`src/rtl/alu_pkg.sv`:
```
// Shared ALU control encodings, RV32I opcode/funct constants and the decoded
// payload record passed from the decoder to the decode-stage register.
package alu_pkg;

  // ALU operation codes consumed by the execute-stage alu
  localparam logic [3:0] ALU_ADD = 4'b0000;
  localparam logic [3:0] ALU_SUB = 4'b1000;
  localparam logic [3:0] ALU_AND = 4'b0111;
  localparam logic [3:0] ALU_OR  = 4'b0110;
  localparam logic [3:0] ALU_NOT = 4'b0101;

  // Major opcodes of the supported subset
  localparam logic [6:0] OP_R      = 7'b0110011;
  localparam logic [6:0] OP_IMM    = 7'b0010011;
  localparam logic [6:0] OP_LOAD   = 7'b0000011;
  localparam logic [6:0] OP_STORE  = 7'b0100011;
  localparam logic [6:0] OP_BRANCH = 7'b1100011;

  // funct3 values
  localparam logic [2:0] F3_ADD  = 3'b000;
  localparam logic [2:0] F3_XOR  = 3'b100;  // only legal as the NOT pseudo-op
  localparam logic [2:0] F3_OR   = 3'b110;
  localparam logic [2:0] F3_AND  = 3'b111;
  localparam logic [2:0] F3_WORD = 3'b010;  // LW / SW
  localparam logic [2:0] F3_BEQ  = 3'b000;
  localparam logic [2:0] F3_BNE  = 3'b001;

  // funct7 values
  localparam logic [6:0] F7_BASE = 7'b0000000;
  localparam logic [6:0] F7_SUB  = 7'b0100000;

  // xori rd, rs1, -1 is the NOT pseudo-op
  localparam logic [11:0] IMM_NOT = 12'hFFF;

  // Decoded instruction payload
  typedef struct packed {
    logic [3:0]  alu_ctrl;
    logic        alu_src_imm;
    logic [31:0] imm;
    logic [4:0]  rs1;
    logic [4:0]  rs2;
    logic [4:0]  rd;
    logic        reg_write;
    logic        mem_read;
    logic        mem_write;
    logic        branch;
    logic        branch_ne;
    logic        illegal;
  } dec_t;

  // Immediate extractors for the I, S and B formats
  function automatic logic [31:0] imm_i(input logic [31:0] i);
    return {{20{i[31]}}, i[31:20]};
  endfunction

  function automatic logic [31:0] imm_s(input logic [31:0] i);
    return {{20{i[31]}}, i[31:25], i[11:7]};
  endfunction

  function automatic logic [31:0] imm_b(input logic [31:0] i);
    return {{19{i[31]}}, i[31], i[7], i[30:25], i[11:8], 1'b0};
  endfunction

endpackage

```
`src/rtl/alu_ctrl_dec.sv`:
```
// Combinational decoder: instruction word -> ALU control, operand select,
// immediate, register indices and control bits for the RV32I subset.
module alu_ctrl_dec
  import alu_pkg::*;
(
  input  logic [31:0] i_inst,
  output dec_t        o_dec
);

  logic [6:0] w_opcode;
  logic [2:0] w_funct3;
  logic [6:0] w_funct7;
  logic       w_ok;

  assign w_opcode = i_inst[6:0];
  assign w_funct3 = i_inst[14:12];
  assign w_funct7 = i_inst[31:25];

  // Decode opcode/funct fields into the payload; unsupported encodings zeroed
  always_comb begin
    // NOTE: every output gets a default before the case so no path leaves a
    // variable unassigned, which would otherwise infer a latch.
    o_dec     = '0;
    w_ok      = 1'b0;
    o_dec.rs1 = i_inst[19:15];
    o_dec.rs2 = i_inst[24:20];
    o_dec.rd  = i_inst[11:7];

    case (w_opcode)
      OP_R: begin
        o_dec.reg_write = 1'b1;
        if (w_funct7 == F7_BASE) begin
          case (w_funct3)
            F3_ADD: begin w_ok = 1'b1; o_dec.alu_ctrl = ALU_ADD; end
            F3_OR:  begin w_ok = 1'b1; o_dec.alu_ctrl = ALU_OR;  end
            F3_AND: begin w_ok = 1'b1; o_dec.alu_ctrl = ALU_AND; end
            default: w_ok = 1'b0;
          endcase
        end else if (w_funct7 == F7_SUB && w_funct3 == F3_ADD) begin
          w_ok           = 1'b1;
          o_dec.alu_ctrl = ALU_SUB;
        end
      end

      OP_IMM: begin
        o_dec.reg_write   = 1'b1;
        o_dec.imm         = imm_i(i_inst);
        o_dec.alu_src_imm = 1'b1;
        case (w_funct3)
          F3_ADD: begin w_ok = 1'b1; o_dec.alu_ctrl = ALU_ADD; end
          F3_OR:  begin w_ok = 1'b1; o_dec.alu_ctrl = ALU_OR;  end
          F3_AND: begin w_ok = 1'b1; o_dec.alu_ctrl = ALU_AND; end
          F3_XOR: begin
            // The ALU's NOT is unary on operand a, so b is left on rs2
            if (i_inst[31:20] == IMM_NOT) begin
              w_ok              = 1'b1;
              o_dec.alu_ctrl    = ALU_NOT;
              o_dec.alu_src_imm = 1'b0;
            end
          end
          default: w_ok = 1'b0;
        endcase
      end

      OP_LOAD: begin
        w_ok              = (w_funct3 == F3_WORD);
        o_dec.alu_ctrl    = ALU_ADD;
        o_dec.alu_src_imm = 1'b1;
        o_dec.imm         = imm_i(i_inst);
        o_dec.mem_read    = 1'b1;
        o_dec.reg_write   = 1'b1;
      end

      OP_STORE: begin
        w_ok              = (w_funct3 == F3_WORD);
        o_dec.alu_ctrl    = ALU_ADD;
        o_dec.alu_src_imm = 1'b1;
        o_dec.imm         = imm_s(i_inst);
        o_dec.mem_write   = 1'b1;
      end

      OP_BRANCH: begin
        w_ok            = (w_funct3 == F3_BEQ) || (w_funct3 == F3_BNE);
        o_dec.alu_ctrl  = ALU_SUB;
        o_dec.imm       = imm_b(i_inst);
        o_dec.branch    = 1'b1;
        o_dec.branch_ne = w_funct3[0];
      end

      default: w_ok = 1'b0;
    endcase

    // Illegal encodings keep only the raw register indices so execute can trap
    if (!w_ok) begin
      o_dec.alu_ctrl    = ALU_ADD;
      o_dec.alu_src_imm = 1'b0;
      o_dec.imm         = '0;
      o_dec.reg_write   = 1'b0;
      o_dec.mem_read    = 1'b0;
      o_dec.mem_write   = 1'b0;
      o_dec.branch      = 1'b0;
      o_dec.branch_ne   = 1'b0;
    end
    o_dec.illegal = !w_ok;
  end

endmodule

```
`src/rtl/alu_decode_stage.sv`:
```
// Registered decode stage: single-entry valid/ready pipeline register with
// flush, wrapping the combinational alu_ctrl_dec decoder.
module alu_decode_stage
  import alu_pkg::*;
(
  input  logic        clk,
  input  logic        rst_n,
  input  logic        in_valid,
  output logic        in_ready,
  input  logic [31:0] in_inst,
  input  logic [31:0] in_pc,
  input  logic        flush,
  output logic        out_valid,
  input  logic        out_ready,
  output logic [31:0] out_pc,
  output logic [3:0]  alu_ctrl,
  output logic        alu_src_imm,
  output logic [31:0] imm,
  output logic [4:0]  rs1,
  output logic [4:0]  rs2,
  output logic [4:0]  rd,
  output logic        reg_write,
  output logic        mem_read,
  output logic        mem_write,
  output logic        branch,
  output logic        branch_ne,
  output logic        illegal
);

  dec_t        w_dec;
  dec_t        r_dec;
  logic [31:0] r_pc;
  logic        r_valid;
  logic        w_accept;

  alu_ctrl_dec u_dec (
    .i_inst (in_inst),
    .o_dec  (w_dec)
  );

  assign in_ready = !r_valid || out_ready;
  assign w_accept = in_valid && in_ready && !flush;

  // Valid bit: flush kills, accept fills, downstream consumption drains
  always_ff @(posedge clk or negedge rst_n) begin
    if (!rst_n) begin
      r_valid <= 1'b0;
    end else if (flush) begin
      // NOTE: non-blocking assignment so every flop samples pre-edge values,
      // independent of the order the always blocks are evaluated in.
      r_valid <= 1'b0;
    end else if (w_accept) begin
      r_valid <= 1'b1;
    end else if (out_ready) begin
      r_valid <= 1'b0;
    end
  end

  // Payload register: loads only on accept, otherwise holds the last value
  always_ff @(posedge clk or negedge rst_n) begin
    if (!rst_n) begin
      r_dec <= '0;
      r_pc  <= '0;
    end else if (w_accept) begin
      r_dec <= w_dec;
      r_pc  <= in_pc;
    end
  end

  assign out_valid   = r_valid;
  assign out_pc      = r_pc;
  assign alu_ctrl    = r_dec.alu_ctrl;
  assign alu_src_imm = r_dec.alu_src_imm;
  assign imm         = r_dec.imm;
  assign rs1         = r_dec.rs1;
  assign rs2         = r_dec.rs2;
  assign rd          = r_dec.rd;
  assign reg_write   = r_dec.reg_write;
  assign mem_read    = r_dec.mem_read;
  assign mem_write   = r_dec.mem_write;
  assign branch      = r_dec.branch;
  assign branch_ne   = r_dec.branch_ne;
  assign illegal     = r_dec.illegal;

endmodule

```
`config.mk`:
```
export PLATFORM = sky130hd
export DESIGN_NAME = alu_decode_stage
export DESIGN_NICKNAME = d
export VERILOG_FILES = /design/src/rtl/alu_pkg.sv /design/src/rtl/alu_ctrl_dec.sv /design/src/rtl/alu_decode_stage.sv
export SDC_FILE = /design/constraint.sdc
export NUM_CORES = 1
export LEC_CHECK = 0
export CORE_AREA = 5 5 109 111
export DETAILED_ROUTE_END_ITERATION = 8
export DIE_AREA = 0 0 114 116
export GPL_TIMING_DRIVEN = 0
export PLACE_DENSITY = 0.8
export SETUP_SLACK_MARGIN = 0.2
export SKIP_CTS_REPAIR_TIMING = 1
export SYNTH_ARGS = -nofsm -noshare
export SYNTH_HDL_FRONTEND = slang
export SYNTH_HIERARCHICAL = 1
export SYNTH_SLANG_ARGS = --single-unit
```
`constraint.sdc`:
```
create_clock -name clk -period 1.7 [get_ports clk]
set_input_delay 0.255 -clock clk [delete_from_list [all_inputs] [get_ports clk]]
set_output_delay 0.255 -clock clk [all_outputs]
set_load 0.03 [all_outputs]
```
* Yosys cells after proc, flatten, opt, wreduce, memory -nomap -nowiden *
Cells that the tools add are included.
Widths: inputs -> output; s select.

storage, ports and cells
  input port bits = 69
  register bits = 91
  logic and storage cells = 65

cells by class
  eq/ne operators = 12
  reduce and logical (&&, ||, !) cells = 15
  muxes and demuxes = 24

operators with widths
  operator              number
  $pmux 32 s3           1
  $mux 37               1
  $pmux 4 s3            2
  $eq 7x6->1 const B    3
  $eq 12x12->1 const B  1
  $mux 4                3
  $mux 1                11
  $eq 3x3->1 const B    3
  $eq 7x2->1 const B    1
  $eq 7x5->1 const B    1
  $eq 7x7->1 const B    1
  $logic_not 7->1       1
  $pmux 3 s2            1
  $reduce_or 3->1       2
  $mux 5                1
  $pmux 1 s2            2
  $pmux 1 s4            1
  $reduce_or 2->1       2
  $eq 3x1->1 const B    1
  $eq 3x2->1 const B    1
  $logic_and 1x1->1     3
  $logic_not 1->1       3
  $logic_not 3->1       1
  $reduce_bool 3->1     1
  other kinds (2)       3

* Longest topological paths before layout *
  word-level depth = 6
  depth in mapped cells = 9
  gate-level depth less buffers = 6

* Hierarchy *
Netlist, hierarchy kept.

by module, submodules not included
  module            area an instance (sq um)  cells an instance  times used
  alu_decode_stage  3872.5                    196                1
  alu_ctrl_dec      833.3                     113                1

* Worst setup path before layout *
No wires, ideal clock.

  path type = input to register
  start = in in_inst[2]
  end = reg r_dec, in the netlist imm[13]
  stages on the path = 9
  arrival = 2074 ps
  path slack = -438 ps
  data required time = 1635 ps
  setup time = 65 ps
  cells stage by stage = nand4bb_4 or2_1 buf_6 nor4_4 o32ai_4 buf_12 nor2_4 buf_4 mux2_4

RTL lines
  what                  line                    RTL
  from (decl)           alu_decode_stage.sv:10  input logic [31:0] in_inst,
  to (signal assigned)  alu_decode_stage.sv:65  r_dec <= w_dec;
  to (decl)             alu_decode_stage.sv:31  dec_t r_dec;

==> flow_summary.rst <==
.. list-table::
   :header-rows: 1

   * - Metric
     - Value
   * - Post-synthesis instance area
     - 4710 µm²
   * - Final slew viol count
     - 0
   * - Buffers on Ports
     - about 150
   * - Wire length of the first global-routing pass
     - 17.5 mm
   * - Routing usage on met1
     - 0.217
   * - GR Util All Layers
     - 0.168
   * - Launching instance or port of the critical path
     - in_inst[28]
   * - Met2 Use GR
     - 0.270
   * - Number of enable-type register cells in the synthesized netlist
     - 0
   * - Total number of nets in the final design
     - 566
   * - Number of antenna violations at the first check in global routing
     - 0
   * - Slew at the pin with the worst max-slew slack
     - 0.586 ns
   * - Peak-usage layer in the global routing report
     - met2
   * - Hold Vio Cnt, Final
     - 0
   * - Clock H-tree levels
     - 3
   * - Number of detailed-route iterations in the first pass
     - 4
   * - Die Y-Extent
     - around 120 µm
   * - Async set-or-reset flop fraction in the synthesized netlist
     - 1.00
   * - Cell accounting for the most synthesized area
     - sky130_fd_sc_hd__dfrtp_1
   * - Max-Cap Viols
     - 0
   * - Part of the cycle the worst path needs
     - 1.15
   * - Power consumption
     - 5.32 mW
   * - Number of diodes
     - 0
   * - Final Setup Violations
     - 36
   * - Net Count, Synth
     - 378
   * - Mean instance size in the synthesized netlist
     - about 15 µm²
   * - Clock tree from TritonCTS
     - done
   * - Area of the core region
     - 10700 µm²
   * - Element type at the critical path start
     - primary input
   * - Synthesized instance count
     - 309
   * - Effective utilization at floorplan
     - 0.440
   * - Data required, critical path
     - around 2.0 ns
   * - Setup CP Type
     - in2reg
   * - Via density per instance
     - 4.92
   * - Overall routed net length
     - 12.3 mm
   * - TritonCTS buffer count
     - 9
   * - GR Util met3
     - 0.0386
   * - Post-route minimum period
     - 1.96 ns
   * - Worst R2R Start
     - out_valid
   * - Fraction of final layout cells with drive strength greater than 1
     - 0.430
   * - Number of routed nets with antenna violations
     - 0
   * - Via count of the first global-routing pass
     - 3253
   * - Warnings, synthesis
     - 6
   * - Core Rows
     - 38
   * - Number of placed I/O pins
     - 161
   * - Filler Cell Count
     - 726
   * - Cell types with the largest area share after synthesis
     - sky130_fd_sc_hd__dfrtp_1 48%, sky130_fd_sc_hd__mux2_4 29%, sky130_fd_sc_hd__buf_4 5.4%
   * - Maximum number of pins on one net before global-route repair
     - 50
   * - Register Area
     - 2280 µm²
   * - Maximum count of clock buffers along a single path
     - 2
   * - Syn-to-layout area delta
     - 53.4%
   * - Most instantiated flip-flop cell in the synthesis netlist
     - sky130_fd_sc_hd__dfrtp_1
   * - Total overflow reported by the global router
     - 0
   * - Count of state elements after synthesis
     - 91
   * - Worst Setup Slack, final
     - -0.259 ns
   * - DRT iter0 DRCs
     - between 150 and 200
   * - Final setup skew
     - 0.0147 ns
   * - Sequential element share of the synthesized area
     - 0.484
   * - Die W
     - around 110 µm
   * - Worst slew slack as a fraction of its limit
     - 0.609
   * - Cell area after layout
     - roughly 7200 µm²
   * - Arr. time, crit path
     - about 2.3 ns
   * - Cell area after placement
     - 6450 µm²
   * - Unrepaired setup endpoints after global routing
     - true
   * - Maximum ir drop on the vdd rail
     - about 0.00048 V
   * - Static Leakage
     - 4.45 nW
   * - Clock slew at the register clock pins of the worst setup and hold paths
     - 0.09 ns
   * - Post-layout util
     - 0.675
   * - Outcome
     - finished, violations left
   * - Critical hold path startpoint
     - in_inst[15]
   * - CTS root buffer
     - sky130_fd_sc_hd__clkbuf_8
   * - Global placer's final weighted congestion
     - 0.826
   * - Total number of vias
     - 3160
   * - Nature of the critical path endpoint
     - flip-flop
   * - Hold Path Class
     - in2reg
   * - Number of different library cells in the post-synthesis netlist
     - 39
   * - Maximum clock frequency
     - 511 MHz
   * - Post-synth top area share
     - 0.484
   * - Combined area of the multi-input logic cells
     - 2030 µm²
   * - DRC viols
     - 0
   * - Synth top cells by count
     - 91 x sky130_fd_sc_hd__dfrtp_1, 90 x sky130_fd_sc_hd__mux2_4, 34 x sky130_fd_sc_hd__buf_4, 15 x sky130_fd_sc_hd__nor2_1, 11 x sky130_fd_sc_hd__buf_12
   * - Failing checks
     - negative setup slack
   * - DIE AREA
     - between 10000 and 15000 µm²
   * - DP HPWL
     - 8.27 mm
   * - Most frequent cell after synthesis
     - sky130_fd_sc_hd__dfrtp_1
   * - TritonCTS sink count
     - ~90
   * - CP Max Fanout
     - 7
   * - Worst-Skew Late Latency
     - ~0.36 ns
   * - Dpl ws
     - -1.30 ns
   * - Total power divided by cell area
     - approximately 740 nW/µm²
   * - Wire length per cell
     - 19.2 µm
[registers in the layout, summed over array words and instances, names as in the netlist, 4 cells and up]
name / flops
rs1: 5
alu_ctrl: 4
imm: 32
out_pc: 32
rd: 5
rs2: 5
[final cells by class]
| type | instances | area share |
|---|---|---|
| Tap cell | 140 | 0.0243 |
| Multi-Input combinational cell | 163 | 0.281 |
| Sequential cell | 91 | 0.316 |
| Inverter | 10 | 0.00520 |
| Buffer | 47 | 0.0764 |
| Clock buffer | 10 | 0.0177 |
| Timing Repair Buffer | 175 | 0.274 |
| Clock inverter | 6 | 0.00589 |
[critical path, stage by stage]
cell and delay, ns:
sky130_fd_sc_hd__buf_8 0.10, sky130_fd_sc_hd__or4_4 0.54, sky130_fd_sc_hd__nor4_4 0.30, sky130_fd_sc_hd__a21o_2 0.22, sky130_fd_sc_hd__o32ai_4 0.10, sky130_fd_sc_hd__buf_12 0.17, sky130_fd_sc_hd__nor2_4 0.17, sky130_fd_sc_hd__clkbuf_16 0.19
sky130_fd_sc_hd__buf_6 0.09, sky130_fd_sc_hd__mux2_4 0.13
[layout by cell type (no fill, tap or decap), types with 2 or more instances in the layout]
cell                              synthesis  final
sky130_fd_sc_hd__nand2_1                  3      3
sky130_fd_sc_hd__dfrtp_1                 91     90
sky130_fd_sc_hd__nor4_4                   2      3
sky130_fd_sc_hd__nor2b_1                  2      2
sky130_fd_sc_hd__dlymetal6s2s_1           0    104
sky130_fd_sc_hd__nand4_1                  2      2
sky130_fd_sc_hd__clkbuf_8                 0      9
sky130_fd_sc_hd__a22oi_1                  5      5
sky130_fd_sc_hd__clkinvlp_4               0      2
sky130_fd_sc_hd__clkbuf_2                 0      5
sky130_fd_sc_hd__buf_12                  11     12
sky130_fd_sc_hd__nor2_4                   5      9
sky130_fd_sc_hd__clkinv_2                 0      2
sky130_fd_sc_hd__buf_6                    1     18
sky130_fd_sc_hd__nor2_1                  15     15
sky130_fd_sc_hd__clkinv_4                 0      2
sky130_fd_sc_hd__buf_2                    0      3
sky130_fd_sc_hd__inv_1                   10     10
sky130_fd_sc_hd__nor2_2                   5      3
sky130_fd_sc_hd__clkdlybuf4s50_1          0     40
sky130_fd_sc_hd__buf_4                   34     36
sky130_fd_sc_hd__nor3_2                   1      3
sky130_fd_sc_hd__mux2_4                  90     90
sky130_fd_sc_hd__nor3_1                   5      2
sky130_fd_sc_hd__nand4bb_4                1      2
[power by group]
part           total, mW  switching [mW]  leakage [nW]  internal (mW)
clock               1.30           0.767        0.0822          0.532
combinational       1.56           0.764          3.21          0.798
sequential          2.46           0.102          1.16           2.36
[through the flow]
step                TNS, ns  cells  hold slack [ns]
floorplan             -9.48    309          -0.0406
global placement    -307.53    603            0.489
detailed placement   -49.29    604            0.299
CTS                  -25.84    620           -0.111
global route          -7.71    642            0.110
finish                -5.27    642            0.125
[cell families (layout without fill, tap and decap cells)]
logic type,count (synthesis),after routing,share of synthesized area
flip-flops,91,91,0.484
AO/OA/AOI/OAI,15,15,0.0279
buffers and inverters,57,248,0.112
AND/OR/NAND/NOR,56,58,0.0888
multiplexers,90,90,0.287
[layer usage]
| layer | up-vias | part of all wire |
|---|---|---|
| met5 | - | 0 |
| met1 | 1569 | 0.43 |
| met4 | 0 | 0.025 |
| met3 | 20 | 0.065 |
| li1 | 1420 | - |
| met2 | 151 | 0.48 |
[path summary, 6_finish.rpt]
check	endpoint	slack (ns)	cells past startpoint
worst max-delay path	imm[20]	-0.26	10
worst min-delay path	rs1[0]	0.13	2
worst max register to register	alu_ctrl[0]	0.15	5
worst min register to register	out_pc[16]	0.51	1
max in group asynchronous	out_valid	0.62	3
min in group asynchronous	out_pc[2]	0.45	2
(Power assumes the default switching activity.)
